File: src/rtl/wb_sram_responder_if.sv
// Wishbone classic slave bundle between an initiator and wb_sram_responder.
// WB_SRAM_RESPONDER_ERR_EN adds the wbs_err_o response line.
interface wb_sram_responder_if;
  logic        wbs_cyc_i;
  logic        wbs_stb_i;
  logic        wbs_we_i;
  logic [3:0]  wbs_sel_i;
  logic [31:0] wbs_adr_i;
  logic [31:0] wbs_dat_i;
  logic        wbs_ack_o;
  logic [31:0] wbs_dat_o;
`ifdef WB_SRAM_RESPONDER_ERR_EN
  logic        wbs_err_o;
`endif

  modport master (
    output wbs_cyc_i, wbs_stb_i, wbs_we_i, wbs_sel_i, wbs_adr_i, wbs_dat_i,
`ifdef WB_SRAM_RESPONDER_ERR_EN
    input  wbs_err_o,
`endif
    input  wbs_ack_o, wbs_dat_o
  );

  modport slave (
    input  wbs_cyc_i, wbs_stb_i, wbs_we_i, wbs_sel_i, wbs_adr_i, wbs_dat_i,
`ifdef WB_SRAM_RESPONDER_ERR_EN
    output wbs_err_o,
`endif
    output wbs_ack_o, wbs_dat_o
  );
endinterface

File: src/rtl/wb_sram_responder.sv
// Wishbone classic responder driving port 0 of a sky130 1rw1r 32x512 SRAM macro.
// Optional WB_SRAM_RESPONDER_ERR_EN: address decode against BASE_ADDR with error response.
module wb_sram_responder #(
  parameter logic [31:0] BASE_ADDR        = 32'h3000_0000,
  parameter int unsigned ADDR_WIDTH_WORDS = 9
) (
  input  logic                        wb_clk_i,
  input  logic                        wb_rstn_i,
  wb_sram_responder_if.slave          wbs,
  output logic                        sram_clk0,
  output logic                        sram_csb0,
  output logic                        sram_web0,
  output logic [3:0]                  sram_wmask0,
  output logic [ADDR_WIDTH_WORDS-1:0] sram_addr0,
  output logic [31:0]                 sram_din0,
  input  logic [31:0]                 sram_dout0
);

`ifdef WB_SRAM_RESPONDER_ERR_EN
  typedef enum logic [1:0] {IDLE, RD, ACK, ERR} state_t;
`else
  typedef enum logic [1:0] {IDLE, RD, ACK} state_t;
`endif

  state_t      state_q, state_d;
  logic [31:0] dat_q, dat_d;
  logic        hit;
  logic        req;
  logic        unused_bits;

  // Byte-offset bits and (when undecoded) the upper address bits are don't-cares.
  assign unused_bits = ^{wbs.wbs_adr_i[31:ADDR_WIDTH_WORDS+2], wbs.wbs_adr_i[1:0], BASE_ADDR};

`ifdef WB_SRAM_RESPONDER_ERR_EN
  assign hit = (wbs.wbs_adr_i[31:ADDR_WIDTH_WORDS+2] == BASE_ADDR[31:ADDR_WIDTH_WORDS+2]);
`else
  assign hit = 1'b1;
`endif

  assign req = wbs.wbs_cyc_i & wbs.wbs_stb_i & hit;

  assign sram_clk0  = wb_clk_i;
  assign sram_addr0 = wbs.wbs_adr_i[ADDR_WIDTH_WORDS+1:2];
  assign sram_din0  = wbs.wbs_dat_i;

  always_comb begin
    state_d     = state_q;
    dat_d       = dat_q;
    sram_csb0   = 1'b1;
    sram_web0   = 1'b1;
    sram_wmask0 = '0;
    case (state_q)
      IDLE: begin
        if (req) begin
          // Macro samples these on the next edge, so they are driven straight from the bus.
          sram_csb0   = 1'b0;
          sram_web0   = ~wbs.wbs_we_i;
          sram_wmask0 = wbs.wbs_we_i ? wbs.wbs_sel_i : 4'b0000;
          state_d     = wbs.wbs_we_i ? ACK : RD;
        end
`ifdef WB_SRAM_RESPONDER_ERR_EN
        else if (wbs.wbs_cyc_i && wbs.wbs_stb_i) begin
          state_d = ERR;
        end
`endif
      end
      RD: begin
        if (wbs.wbs_cyc_i) begin
          dat_d   = sram_dout0;
          state_d = ACK;
        end else begin
          state_d = IDLE;
        end
      end
      ACK:     state_d = IDLE;
      default: state_d = IDLE;
    endcase
  end

  always_ff @(posedge wb_clk_i) begin
    if (!wb_rstn_i) begin
      state_q <= IDLE;
      dat_q   <= '0;
    end else begin
      state_q <= state_d;
      dat_q   <= dat_d;
    end
  end

  assign wbs.wbs_ack_o = (state_q == ACK);
  assign wbs.wbs_dat_o = dat_q;
`ifdef WB_SRAM_RESPONDER_ERR_EN
  assign wbs.wbs_err_o = (state_q == ERR);
`endif

endmodule

File: src/flat_wrapper.sv
// flat-port wrapper written by rule: the top's interface ports become plain ports
module wb_sram_responder_flat 
#(
  parameter logic [31:0] BASE_ADDR        = 32'h3000_0000,
  parameter int unsigned ADDR_WIDTH_WORDS = 9
)
  (wb_clk_i, wb_rstn_i, sram_clk0, sram_csb0, sram_web0, sram_wmask0, sram_addr0, sram_din0, sram_dout0, wbs_wbs_cyc_i, wbs_wbs_stb_i, wbs_wbs_we_i, wbs_wbs_sel_i, wbs_wbs_adr_i, wbs_wbs_dat_i, wbs_wbs_ack_o, wbs_wbs_dat_o);
  wb_sram_responder_if wbs_i ();
  input  logic wb_clk_i;
  input  logic wb_rstn_i;
  output logic sram_clk0;
  output logic sram_csb0;
  output logic sram_web0;
  output logic [3:0] sram_wmask0;
  output logic [ADDR_WIDTH_WORDS-1:0] sram_addr0;
  output logic [31:0] sram_din0;
  input  logic [31:0] sram_dout0;
  input wire logic [$bits(wbs_i.wbs_cyc_i)-1:0] wbs_wbs_cyc_i;
  input wire logic [$bits(wbs_i.wbs_stb_i)-1:0] wbs_wbs_stb_i;
  input wire logic [$bits(wbs_i.wbs_we_i)-1:0] wbs_wbs_we_i;
  input wire logic [$bits(wbs_i.wbs_sel_i)-1:0] wbs_wbs_sel_i;
  input wire logic [$bits(wbs_i.wbs_adr_i)-1:0] wbs_wbs_adr_i;
  input wire logic [$bits(wbs_i.wbs_dat_i)-1:0] wbs_wbs_dat_i;
  output wire logic [$bits(wbs_i.wbs_ack_o)-1:0] wbs_wbs_ack_o;
  output wire logic [$bits(wbs_i.wbs_dat_o)-1:0] wbs_wbs_dat_o;
  assign wbs_i.wbs_cyc_i = wbs_wbs_cyc_i;
  assign wbs_i.wbs_stb_i = wbs_wbs_stb_i;
  assign wbs_i.wbs_we_i = wbs_wbs_we_i;
  assign wbs_i.wbs_sel_i = wbs_wbs_sel_i;
  assign wbs_i.wbs_adr_i = wbs_wbs_adr_i;
  assign wbs_i.wbs_dat_i = wbs_wbs_dat_i;
  assign wbs_wbs_ack_o = wbs_i.wbs_ack_o;
  assign wbs_wbs_dat_o = wbs_i.wbs_dat_o;
  wb_sram_responder #(.BASE_ADDR(BASE_ADDR), .ADDR_WIDTH_WORDS(ADDR_WIDTH_WORDS)) u_core (.wb_clk_i(wb_clk_i), .wb_rstn_i(wb_rstn_i), .wbs(wbs_i), .sram_clk0(sram_clk0), .sram_csb0(sram_csb0), .sram_web0(sram_web0), .sram_wmask0(sram_wmask0), .sram_addr0(sram_addr0), .sram_din0(sram_din0), .sram_dout0(sram_dout0));
endmodule
File: config.mk
export PLATFORM = sky130hd
export DESIGN_NAME = wb_sram_responder_flat
export DESIGN_NICKNAME = d
export VERILOG_FILES = /design/src/rtl/wb_sram_responder_if.sv /design/src/rtl/wb_sram_responder.sv /design/src/flat_wrapper.sv
export SDC_FILE = /design/constraint.sdc
export NUM_CORES = 1
export LEC_CHECK = 0
export ABC_CLOCK_PERIOD_IN_PS = 1600
export CELL_PAD_IN_SITES_DETAIL_PLACEMENT = 0
export CELL_PAD_IN_SITES_GLOBAL_PLACEMENT = 1
export CORE_MARGIN = 8
export CORE_UTILIZATION = 18
export DETAILED_ROUTE_END_ITERATION = 7
export GPL_TIMING_DRIVEN = 0
export PLACE_DENSITY = 0.79
export SLEW_MARGIN = 15
export SYNTH_ARGS = -nofsm -noshare
export SYNTH_HDL_FRONTEND = slang
export SYNTH_SLANG_ARGS = --single-unit
File: constraint.sdc
create_clock -name wb_clk_i -period 1.6 [get_ports wb_clk_i]
set_clock_uncertainty 0.1 [all_clocks]
set_input_delay 0.24 -clock wb_clk_i [delete_from_list [all_inputs] [get_ports wb_clk_i]]
set_output_delay 0.24 -clock wb_clk_i [all_outputs]
set_load 0.02 [all_outputs]
## Word-level counts from Yosys, hierarchy flattened

Cells that the tools add are included.
W data, S select, Z words.

- Mux-type cells: 11
- Magnitude comparators: 0
- Reductions and logical operators: 2
- Equal/unequal tests: 3
- Bitwise logic cells: 2
- Multiply operators: 0
- Shift-type cells: 0
- Divide/modulo/power cells: 0
- Add/subtract/negate cells: 0

Operators by type and width:

| kind | number |
|---|---|
| $mux W4 | 3 |
| $mux W2 | 3 |
| $mux W1 | 4 |
| $pmux W2 S2 | 1 |
| $eq A2 B1 Y1 const B | 1 |
| $eq A2 B2 Y1 const B | 1 |
| $logic_not A2 Y1 | 1 |
| $ne A2 B1 Y1 const B | 1 |
| $reduce_and A2 Y1 | 1 |
| $and A1 B1 Y1 | 1 |
| $not A1 Y1 | 1 |

- Bits of input ports: 105
- Memories kept: 0
- Output and inout port bits: 81
- Bits in read-only memories: 0
- Register bits: 34
- Bits in latches: 0
- Logic and storage cells: 20
- Bits in writable memories: 0

## Logic depth before layout (Yosys ltp)

Gate-level depths: netlist of run 1.

- Depth after elaboration: 3
- Mapped depth: 4
- Mapped depth without buffers: 2

==> summary.txt, run 1 <==
Setup path
  • CP Launch Type: register
  • Req. time, crit path: 1.26 ns
  • CP arrival: between 1.5 and 2 ns
  • Crit-path max FO: 5
  • Critical path capture point type: output pin
  • Crit Path Class: register to output pin

Die
  • Starting density of the core: 18.3%
  • Std cell rows: 36
  • Ports: between 150 and 200
  • Core Box Area: about 9600 sq um
  • Overall die height: roughly 110 um
  • Die ar.: 13200 sq um
  • Die extent in x: between 100 and 150 um

STA
  • Relative slew slack: between 60% and 70%
  • Final hold vios: 0
  • Setup WS post-layout: -0.252 ns
  • Final Cycle Share: 116%
  • Slew @ Worst Pin: 0.504 ns
  • Tmin final: about 1.9 ns
  • Final Max Tran Viols: 0
  • Achievable frequency: roughly 0.54 GHz
  • Endpoints failing setup: 5
  • RSZ-0062 raised after global routing: yes

GRT
  • Largest net degree at the start of global routing: 12
  • Initial antenna violation count: 0
  • Vias in the first global route: 1908
  • Total track usage: about 8.9%
  • First-pass GRT wire length: slightly above 9000 um
  • Overflow after GRT: 0

Place
  • I/O Buffers: 120
  • Dpl cells: 453
  • Dpl cell area: about 3100 sq um
  • GP Congestion: ~0.64
  • HPWL Detailed: between 4000 and 5000 um

Route
  • Drt initial violations: 28
  • Drt wl/cell: 13.0 um
  • Post-route DRC: 0
  • Pre-Repair DR Iteration Count: 4
  • Routed via count: approximately 1.7k
  • Detail Route Antenna Nets: 0
  • Post-Route WL: around 6000 um
  • Vias/cell: 3.70

Clock network
  • Worst-skew pair later-pin latency: ~0.38 ns
  • Clk pin slew, worst setup/hold paths: 0.07 ns
  • TritonCTS clock tree: yes

Synth
  • Synthesis Warnings: 0
  • Post-synthesis cell count: 200
  • Synth Cell Area: 1760 sq um
  • Register area share after synthesis: a little under 40%
  • Synth Area per Inst: 8.81 sq um
  • Yosys reg bits: 34
  • Syn_nets: roughly 310
  • Synth unique cells: 19

Cells and area
  • Post-Layout Cell Count: around 470
  • Net count, final: around 440
  • # diodes: 0
  • Design Area, Final: roughly 3200 sq um
  • Final core occ: between 30 and 40%
  • Syn-to-layout area delta: 84.0%
  • Share of cells above drive strength 1: a little under a quarter

Min path
  • Min-Delay Path Class: input pin to register

Run
  • Max_cap viols: 0

Pwr
  • Final Power: 2.32 mW
  • Power per cell area: 714 nW/um^2
  • Worst VDD drop: 0.276 mV
  • Leakage: 1.43 nW

Status
  • Failing checks: negative setup slack
  • Status: finished, violations left
-- path summary, 6_finish.rpt --
| check | startpoint | to | slack [ns] | depth (start not counted) |
|---|---|---|---|---|
| setup / recovery | u_core.state_q[1] | sram_web0 | -0.25 | 3 |
| hold / removal | wb_rstn_i | u_core.wbs.wbs_dat_o[13] | 0.08 | 3 |
| setup reg to reg | u_core.state_q[0] | u_core.wbs.wbs_dat_o[1] | 0.23 | 6 |
| hold reg to reg | u_core.wbs.wbs_dat_o[30] | u_core.wbs.wbs_dat_o[30] | 0.35 | 2 |
-- routing by layer --
| layer | GRT usage [%] | vias up | wire length (um) |
|---|---|---|---|
| met1 | 8.89 | 784 | 2190 |
| met4 | 2.89 | 0 | 58 |
| met2 | 15.6 | 78 | 3120 |
| met5 | 0 | - | 0 |
| li1 | - | 855 | - |
| met3 | 4.88 | 6 | 684 |
-- sequential cells by signal (all words and copies together) (netlist names) --
signal                cells
u_core.state_q            2
u_core.wbs.wbs_dat_o     32
-- Yosys cell counts --
library cell / number / area share [%]
clkbuf_1: 5 / 1.1
and3b_1: 1 / 0.50
nand4bb_1: 1 / 0.64
buf_6: 1 / 0.64
and4bb_2: 1 / 0.71
buf_4: 43 / 18
or3b_1: 1 / 0.50
a21oi_1: 1 / 0.28
inv_1: 3 / 0.64
nor2b_1: 1 / 0.36
nor2_1: 1 / 0.21
buf_12: 3 / 3.4
buf_2: 1 / 0.28
or2_1: 1 / 0.36
nor3_1: 3 / 0.85
nor3b_1: 1 / 0.43
mux2i_1: 32 / 18
nand2_1: 66 / 14
dfxtp_1: 34 / 39
-- final cells by class --
cell class | count | area (sq um)
Buffer | 52 | 410
Clock buffer | 10 | 135
Clock inverter | 2 | 12.5
Fill cell | 1063 | 6390
Inverter | 3 | 11.3
Multi-Input combinational cell | 110 | 673
Sequential cell | 34 | 682
Tap cell | 133 | 166
Timing Repair Buffer | 122 | 1150
-- repair_timing --
item,4_1_cts,5_1_grt
hold endpoints to repair,0,0
hold buffers,0,0
pin swaps,3,1
resized for setup,79,3
setup endpoints to repair,40,6
setup buffers,3,0
-- per-stage QoR --
step                      setup WS (ns)  setup TNS, ns  hold WS (ns)
after floorplan                  0.0344              0         0.216
after global placement           -0.718          -3.65         0.342
after detailed placement         -0.763          -4.18         0.348
after CTS                        -0.259         -0.990        0.0657
after global routing             -0.298          -1.26        0.0730
final                            -0.252         -0.894        0.0754
-- critical path, cell delays in order, from the launching register on --
cell     delay [ns]
dfxtp_1        0.34
or3b_4         0.42
or2_1          0.23
buf_6          0.13
-- placed cells by master (no fill, tap or decap), types with 3 or more instances in the layout --
master           Yosys  routed
nor3_2               0       3
buf_4               43      49
inv_1                3       3
mux2i_1             32      32
buf_2                1       3
dlygate4sd2_1        0      33
clkbuf_8             0       9
nand2_1             66      66
clkdlybuf4s50_1      0      79
dfxtp_1             34      33
clkbuf_1             5       5
buf_12               3       3
buf_6                1       3
-- logic make-up after synthesis --
family                 Yosys count  share of synthesized area (%)
AO/OA/AOI/OAI                    1                          0.284
buffers and inverters           56                           24.3
flip-flops                      34                           38.6
multiplexers                    32                           18.2
AND/OR/NAND/NOR                 77                           18.6
-- where the power goes --
| group | leakage, nW | switching, mW | internal (mW) |
|---|---|---|---|
| Combinational | 1.08 | 0.205 | 0.287 |
| Clock | 0.0748 | 0.410 | 0.554 |
| Sequential | 0.275 | 0.00566 | 0.857 |
| Total | 1.43 | 0.620 | 1.70 |
Note: power is estimated with default switching activity, not from simulation.
==> run 2: changes to the inputs <==
--- a/config.mk
+++ b/config.mk
@@ -13,7 +13,6 @@
 export DETAILED_ROUTE_END_ITERATION = 7
 export GPL_TIMING_DRIVEN = 0
 export PLACE_DENSITY = 0.79
-export SLEW_MARGIN = 15
 export SYNTH_ARGS = -nofsm -noshare
 export SYNTH_HDL_FRONTEND = slang
 export SYNTH_SLANG_ARGS = --single-unit
==> results of run 2 <==
The final DEF is identical to that of run 1; final timing and power are the same.
